File: config.mk
export PLATFORM = sky130hd
export DESIGN_NAME = imem_loader
export DESIGN_NICKNAME = d
export VERILOG_FILES = /design/src/rtl/imem_loader_pkg.sv /design/src/rtl/imem_loader_byte_word_packer.sv /design/src/rtl/imem_loader.sv
export SDC_FILE = /design/constraint.sdc
export NUM_CORES = 1
export LEC_CHECK = 0
export BUFFER_PORTS_ARGS = -buffer_cell sky130_fd_sc_hd__buf_2
export CAP_MARGIN = 20
export CELL_PAD_IN_SITES_DETAIL_PLACEMENT = 1
export CELL_PAD_IN_SITES_GLOBAL_PLACEMENT = 1
export CORE_MARGIN = 1.5
export CORE_UTILIZATION = 42
export DETAILED_ROUTE_END_ITERATION = 6
export MAX_ROUTING_LAYER = met4
export PLACE_DENSITY = 0.77
export SLEW_MARGIN = 20
export SYNTH_ARGS = -nofsm -noshare
export SYNTH_HDL_FRONTEND = slang
export SYNTH_HIERARCHICAL = 1
export SYNTH_SLANG_ARGS = --single-unit
File: constraint.sdc
create_clock -name clk -period 3.6 [get_ports clk]
set_input_delay 0.54 -clock clk [delete_from_list [all_inputs] [get_ports clk]]
set_output_delay 0.54 -clock clk [all_outputs]
set_load 0.01 [all_outputs]
File: src/rtl/imem_loader_pkg.sv
// imem_loader_pkg: types and constants shared by the instruction-memory loader.
//   state_t           - loader FSM states
//   BYTES_PER_WORD    - bytes per instruction word (little-endian assembly)
//   DEFAULT_BASE_ADDR - default byte address of the first written word
package imem_loader_pkg;

    typedef enum logic [2:0] {
        IDLE,
        LEN,
        DATA,
        WRITE,
        CHECK,
        DONE,
        ERROR
    } state_t;

    localparam int          BYTES_PER_WORD    = 4;
    localparam logic [31:0] DEFAULT_BASE_ADDR = 32'h0000_0000;

endpackage

File: src/rtl/imem_loader_byte_word_packer.sv
// byte_word_packer: collects 4 bytes little-endian (first byte -> bits 7:0).
// Ports:
//   clk          - system clock
//   reset_n_i    - synchronous active-low reset
//   shift_en_i   - a byte is being accepted this cycle
//   byte_i       - the byte being accepted
//   word_o       - assembled word including the byte on byte_i (valid with word_ready_o)
//   word_ready_o - this cycle's byte completes a word
module byte_word_packer
    import imem_loader_pkg::*;
(
    input  logic        clk,
    input  logic        reset_n_i,
    input  logic        shift_en_i,
    input  logic [7:0]  byte_i,
    output logic [31:0] word_o,
    output logic        word_ready_o
);

    logic [1:0]  idx_q;
    // Only the three earlier bytes need storage; the fourth is taken straight
    // from byte_i so the word is usable on the same edge it completes.
    logic [23:0] word_q;

    assign word_o       = {byte_i, word_q};
    assign word_ready_o = shift_en_i && (idx_q == 2'(BYTES_PER_WORD - 1));

    always_ff @(posedge clk) begin
        if (!reset_n_i) begin
            idx_q  <= 2'd0;
            word_q <= 24'd0;
        end else if (shift_en_i) begin
            // 2-bit index wraps back to 0 after the fourth byte.
            idx_q  <= idx_q + 2'd1;
            word_q <= {byte_i, word_q[23:8]};
        end
    end

endmodule

File: src/rtl/imem_loader.sv
// imem_loader: writer side of the instruction memory. Receives a byte stream
// (4-byte little-endian word count N followed by N little-endian words),
// writes each word to instruction memory and stalls fetch until done.
// Optional: define IMEM_LOADER_CHECKSUM_EN to require a trailing XOR checksum
// byte over all data bytes before the load is declared done.
// Ports:
//   clk, reset (sync, active-low), start (load request pulse)
//   byte_in/byte_valid/byte_ready  - byte stream handshake
//   mem_write_en/addr/data         - instruction memory write port
//   cpu_hold, load_done, load_error, words_written - status
module imem_loader
    import imem_loader_pkg::*;
#(
    parameter logic [31:0] BASE_ADDR   = DEFAULT_BASE_ADDR,
    parameter int          MAX_WORDS   = 256,
    parameter int          COUNT_WIDTH = 16
) (
    input  logic                   clk,
    input  logic                   reset,
    input  logic                   start,
    input  logic [7:0]             byte_in,
    input  logic                   byte_valid,
    output logic                   byte_ready,
    output logic                   mem_write_en,
    output logic [31:0]            mem_write_addr,
    output logic [31:0]            mem_write_data,
    output logic                   cpu_hold,
    output logic                   load_done,
    output logic                   load_error,
    output logic [COUNT_WIDTH-1:0] words_written
);

    state_t                 state_q;
    logic [31:0]            len_q;
    logic [COUNT_WIDTH-1:0] words_q;
    logic                   byte_ready_q;
    logic                   mem_write_en_q;
    logic [31:0]            mem_write_addr_q;
    logic [31:0]            mem_write_data_q;
    logic                   cpu_hold_q;
    logic                   load_done_q;
    logic                   load_error_q;
`ifdef IMEM_LOADER_CHECKSUM_EN
    logic [7:0]             csum_q;
`endif

    logic                   xfer;
    logic                   shift_en;
    logic [31:0]            word;
    logic                   word_ready;
    logic [COUNT_WIDTH-1:0] words_inc;

    assign xfer      = byte_valid && byte_ready_q;
    assign shift_en  = xfer && ((state_q == LEN) || (state_q == DATA));
    assign words_inc = words_q + COUNT_WIDTH'(1);

    byte_word_packer u_packer (
        .clk          (clk),
        .reset_n_i    (reset),
        .shift_en_i   (shift_en),
        .byte_i       (byte_in),
        .word_o       (word),
        .word_ready_o (word_ready)
    );

    always_ff @(posedge clk) begin
        if (!reset) begin
            state_q          <= IDLE;
            len_q            <= 32'd0;
            words_q          <= '0;
            byte_ready_q     <= 1'b0;
            mem_write_en_q   <= 1'b0;
            mem_write_addr_q <= BASE_ADDR;
            mem_write_data_q <= 32'd0;
            cpu_hold_q       <= 1'b0;
            load_done_q      <= 1'b0;
            load_error_q     <= 1'b0;
`ifdef IMEM_LOADER_CHECKSUM_EN
            csum_q           <= 8'd0;
`endif
        end else begin
            // Strobe is a single-cycle pulse unless re-armed below.
            mem_write_en_q <= 1'b0;
            case (state_q)
                IDLE, DONE, ERROR: begin
                    if (start) begin
                        state_q      <= LEN;
                        byte_ready_q <= 1'b1;
                        cpu_hold_q   <= 1'b1;
                        load_done_q  <= 1'b0;
                        load_error_q <= 1'b0;
                        words_q      <= '0;
`ifdef IMEM_LOADER_CHECKSUM_EN
                        csum_q       <= 8'd0;
`endif
                    end
                end
                LEN: begin
                    if (word_ready) begin
                        len_q <= word;
                        if (word == 32'd0) begin
`ifdef IMEM_LOADER_CHECKSUM_EN
                            state_q      <= CHECK;
`else
                            state_q      <= DONE;
                            byte_ready_q <= 1'b0;
                            cpu_hold_q   <= 1'b0;
                            load_done_q  <= 1'b1;
`endif
                        end else if (word > 32'(MAX_WORDS)) begin
                            state_q      <= ERROR;
                            byte_ready_q <= 1'b0;
                            cpu_hold_q   <= 1'b0;
                            load_error_q <= 1'b1;
                        end else begin
                            state_q <= DATA;
                        end
                    end
                end
                DATA: begin
`ifdef IMEM_LOADER_CHECKSUM_EN
                    if (xfer) csum_q <= csum_q ^ byte_in;
`endif
                    if (word_ready) begin
                        state_q          <= WRITE;
                        byte_ready_q     <= 1'b0;
                        mem_write_en_q   <= 1'b1;
                        mem_write_addr_q <= BASE_ADDR + (32'(words_q) << 2);
                        mem_write_data_q <= word;
                    end
                end
                WRITE: begin
                    words_q <= words_inc;
                    if (32'(words_inc) == len_q) begin
`ifdef IMEM_LOADER_CHECKSUM_EN
                        state_q      <= CHECK;
                        byte_ready_q <= 1'b1;
`else
                        state_q      <= DONE;
                        cpu_hold_q   <= 1'b0;
                        load_done_q  <= 1'b1;
`endif
                    end else begin
                        state_q      <= DATA;
                        byte_ready_q <= 1'b1;
                    end
                end
`ifdef IMEM_LOADER_CHECKSUM_EN
                CHECK: begin
                    if (xfer) begin
                        byte_ready_q <= 1'b0;
                        cpu_hold_q   <= 1'b0;
                        if (byte_in == csum_q) begin
                            state_q     <= DONE;
                            load_done_q <= 1'b1;
                        end else begin
                            state_q      <= ERROR;
                            load_error_q <= 1'b1;
                        end
                    end
                end
`endif
                default: begin
                    state_q      <= IDLE;
                    byte_ready_q <= 1'b0;
                    cpu_hold_q   <= 1'b0;
                end
            endcase
        end
    end

    assign byte_ready     = byte_ready_q;
    assign mem_write_en   = mem_write_en_q;
    assign mem_write_addr = mem_write_addr_q;
    assign mem_write_data = mem_write_data_q;
    assign cpu_hold       = cpu_hold_q;
    assign load_done      = load_done_q;
    assign load_error     = load_error_q;
    assign words_written  = words_q;

endmodule

==> flow_summary.yaml <==
placement:
  dp.cells: 927
  dpl_cell_area_sq_um: 6407
  dpl.hpwl_mm: 11.84
  io_buffer_count: 80
  gp_congestion: 0.8842
layout:
  diodes: 0
  drive_above_1_share_pct: 17.33
  fin_area_sq_um: 6994
  final_cells: 959
  nNetsFinal: 780
  area_growth_pct: 15.57
  ff_latch_area_sq_um: 2603
  fillCellCount: 1709
  multi_input_area_sq_um: 3065
outcome:
  status: "complete, no violations"
min_path:
  hold_class: "in -> reg"
drt:
  viasPerCell: 5.450
  initialDrtViolationCount: 282
  routed_wl_mm: 17.17
  num_vias: 5227
  firstDrtPassIters: 4
  drc: 0
  routedWlPerCell_um: 17.90
  drtAntennaViolNets: 0
sta:
  rsz0062_at_grt: "false"
  hold_viol_final: 0
  maxSlewViolCount: 0
  setup_viol: 0
  fin_tns_setup_ns: 0
  fin_crit_sh_pct: 77.07
  tightest_slew_ns: 1.038
  fmax_ghz: 0.3604
  fin_crit_ns: 2.774
  relSlewSlack_pct: 30.43
  clock-skew-final_ns: 0.007001
job:
  maxCapViolCount: 0
global_routing:
  overflow: 0
  busiest_layer: "met2"
  grt_usage_pct: 24.62
  grt_pass1_wl_mm: 27.72
  grt_pass1_vias: 5318
  grtUsageMet2_pct: 41.49
  antenna_found_initial: 0
  use_met1_pct: 29.26
  groute.layer.met3.usage_pct: 4.982
  grt_max_degree: 56
synthesis:
  synth_top_area_cell: "dfxtp_1"
  synth_area_leaders: "dfxtp_1, a21boi_0, nand2_1, mux2i_1, buf_4"
  yosys_warnings: 6
  synth_edf_count: 0
  synth.distinct_cells: 56
  synth-async-reset-ratio_pct: 0
  netlist_area_sq_um: 6052
  syn_inst: 715
  yosys_most_used_dff: "dfxtp_1"
  yosysSeqAreaShare_pct: 43.00
  synth_top_area_share_pct: 43.00
  ys_ff_latch: 130
  avgSynthCellArea_sq_um: 8.464
clock_network:
  cts_tree: "built"
  insertion_delay_ns: 0.43
  postCtsHoldBufs: 0
  cts.clk_slew.worst_paths_ns: 0.06
  post_cts_resized: 0
  htreeDepth: 4
  cts_buffers: 17
  clockRootBuffer: "clkbuf_16"
  clock_sinks: 130
  cts_buffer_depth: 2
  cts_setup_buffers: 0
pwr:
  power_density_nw_per_um2: 472.7
  ir_drop_mv: 0.3094
  power.leakage_nw: 2.596
die:
  dieHeight_um: 123.0
  core-area_sq_um: 13990
  chipWidth_um: 123.0
  io_pins: 97
  rows: 43
  start_util_pct: 43.26
  fp.dieArea_sq_um: 15140
worst_setup_path:
  critPathMaxStageDelay_ns: 0.64
  crit_required_ns: 3.92
  crit_chain: "xnor2_1 -> nor3_2 -> and2_2 -> inv_1 -> nor2_1 -> nand3_1 -> buf_4 -> o2111ai_1 -> nand2_1 -> o211a_1"
  start_kind: "flip-flop"
  cp_slowest_cell: "dfxtp_1"
  crit_fanout: 35
  critical_path.endpoint_type: "flip-flop"
  regToRegSetupSlack_ns: 0.83
  arrival_ns: 3.09
  critPathBufInv: 2
  critical_path_class: "reg -> reg"
  path_delay_family: "simple AND/OR/NAND/NOR gates"
==> placed cells by master (no fill, tap or decap), types with 2 or more instances in the layout <==
| cell type | Yosys | final |
|---|---|---|
| nor3_1 | 19 | 17 |
| dfxtp_1 | 130 | 130 |
| clkinvlp_4 | 0 | 3 |
| buf_4 | 26 | 10 |
| buf_2 | 0 | 80 |
| xor2_1 | 9 | 9 |
| and2_1 | 4 | 4 |
| ha_1 | 2 | 2 |
| nor2b_1 | 27 | 27 |
| inv_1 | 5 | 5 |
| nand3b_1 | 4 | 4 |
| nand2_1 | 183 | 182 |
| o211ai_1 | 4 | 4 |
| conb_1 | 1 | 16 |
| a31oi_1 | 3 | 3 |
| inv_6 | 0 | 2 |
| mux2i_1 | 26 | 26 |
| xnor2_1 | 15 | 15 |
| nand4_1 | 8 | 8 |
| o21ai_0 | 20 | 20 |
| bufinv_16 | 0 | 2 |
| o21a_1 | 5 | 5 |
| nand3_1 | 11 | 11 |
| clkinv_4 | 0 | 6 |
| and4_1 | 3 | 3 |
| clkbuf_16 | 0 | 17 |
| a21boi_0 | 92 | 92 |
| and3_1 | 3 | 3 |
| nor4_1 | 13 | 12 |
| and4_2 | 2 | 2 |
| nor3_2 | 0 | 2 |
| o311ai_0 | 2 | 2 |
| a21oi_1 | 10 | 10 |
| nor2_1 | 18 | 17 |
==> per-stage QoR <==
stage / utilization, % / hold slack, ns / setup slack [ns] / power (W)
after floorplan: - / 0.4431 / 1.003 / 0.001589
after global placement: 45.81 / 0.4464 / 1.043 / 0.001602
after detailed placement: 45.81 / 0.4585 / 0.8634 / 0.001606
after CTS: 50.00 / 0.3972 / 0.8565 / 0.003327
after global routing: 50.00 / 0.4322 / 0.6075 / 0.003396
final: 50.00 / 0.4072 / 0.8256 / 0.003306
==> cell usage after synthesis (2+ instances only) <==
cell type / number
nand2_1: 183
dfxtp_1: 130
a21boi_0: 92
clkbuf_1: 40
nor2b_1: 27
buf_4: 26
mux2i_1: 26
o21ai_0: 20
nor3_1: 19
nor2_1: 18
xnor2_1: 15
nor4_1: 13
nand3_1: 11
a21oi_1: 10
xor2_1: 9
nand4_1: 8
inv_1: 5
o21a_1: 5
and2_1: 4
nand3b_1: 4
o211ai_1: 4
a31oi_1: 3
and3_1: 3
and4_1: 3
and4_2: 2
buf_6: 2
clkbuf_8: 2
ha_1: 2
o311ai_0: 2
==> layer usage <==
metal,share of wire [%],vias up,wire [um]
met2,50,151,8510
met3,4.3,32,746
met1,44,2547,7560
met4,2.0,0,351
met5,0,-,0
li1,-,2497,-
==> state kept, by name, summed over array words and instances, names as in the netlist <==
name / flops
len_q: 32
mem_write_data: 32
u_packer/word_q: 24
mem_write_addr: 16
words_written: 16
state_q: 3
u_packer/idx_q: 2
byte_ready: 1
cpu_hold: 1
load_done: 1
load_error: 1
mem_write_en: 1
==> worst register-to-register path: stages (launching register included) <==
cell,delay (ns)
dfxtp_1,0.64
xnor2_1,0.27
nor3_2,0.23
and2_2,0.19
inv_1,0.10
nor2_1,0.22
nand3_1,0.11
buf_4,0.27
o2111ai_1,0.30
nand2_1,0.08
o211a_1,0.24
==> worst paths after layout <==
check,startpoint,end,depth (start not counted)
hold / removal,byte_in[7],mem_write_data[31],3
setup / recovery,state_q[0],byte_ready,10
setup reg to reg,state_q[0],byte_ready,10
hold reg to reg,mem_write_addr[4],mem_write_addr[4],2
==> logic make-up (layout without fill, tap and decap cells) <==
| kind of cell | Yosys count | after routing | share of synthesized area [%] |
|---|---|---|---|
| and+or+nand+nor | 302 | 302 | 22.84 |
| xor gates and xnor gates | 24 | 24 | 3.473 |
| adders and majority gates | 3 | 3 | 0.5788 |
| other | 1 | 16 | 0.06196 |
| DFF | 130 | 130 | 43.00 |
| muxes | 26 | 26 | 4.300 |
| buffers and inverters | 79 | 128 | 7.629 |
| AOI/OAI and AO/OA | 150 | 150 | 18.11 |
==> area by class of cell <==
type / count / share of cell area, %
Clock buffer: 18 / 6.136
Clock inverter: 14 / 2.254
Timing Repair Buffer: 91 / 7.084
Tap cell: 180 / 3.220
Sequential cell: 130 / 37.21
Multi-Input combinational cell: 521 / 43.83
Inverter: 5 / 0.2683
==> power by group <==
group	total (W)	switching, W	internal (W)
clock	0.00173	0.000704	0.00103
sequential	0.00146	0.0000148	0.00145
combinational	0.000115	0.0000683	0.0000467
Note: power is estimated with default switching activity, not from simulation.
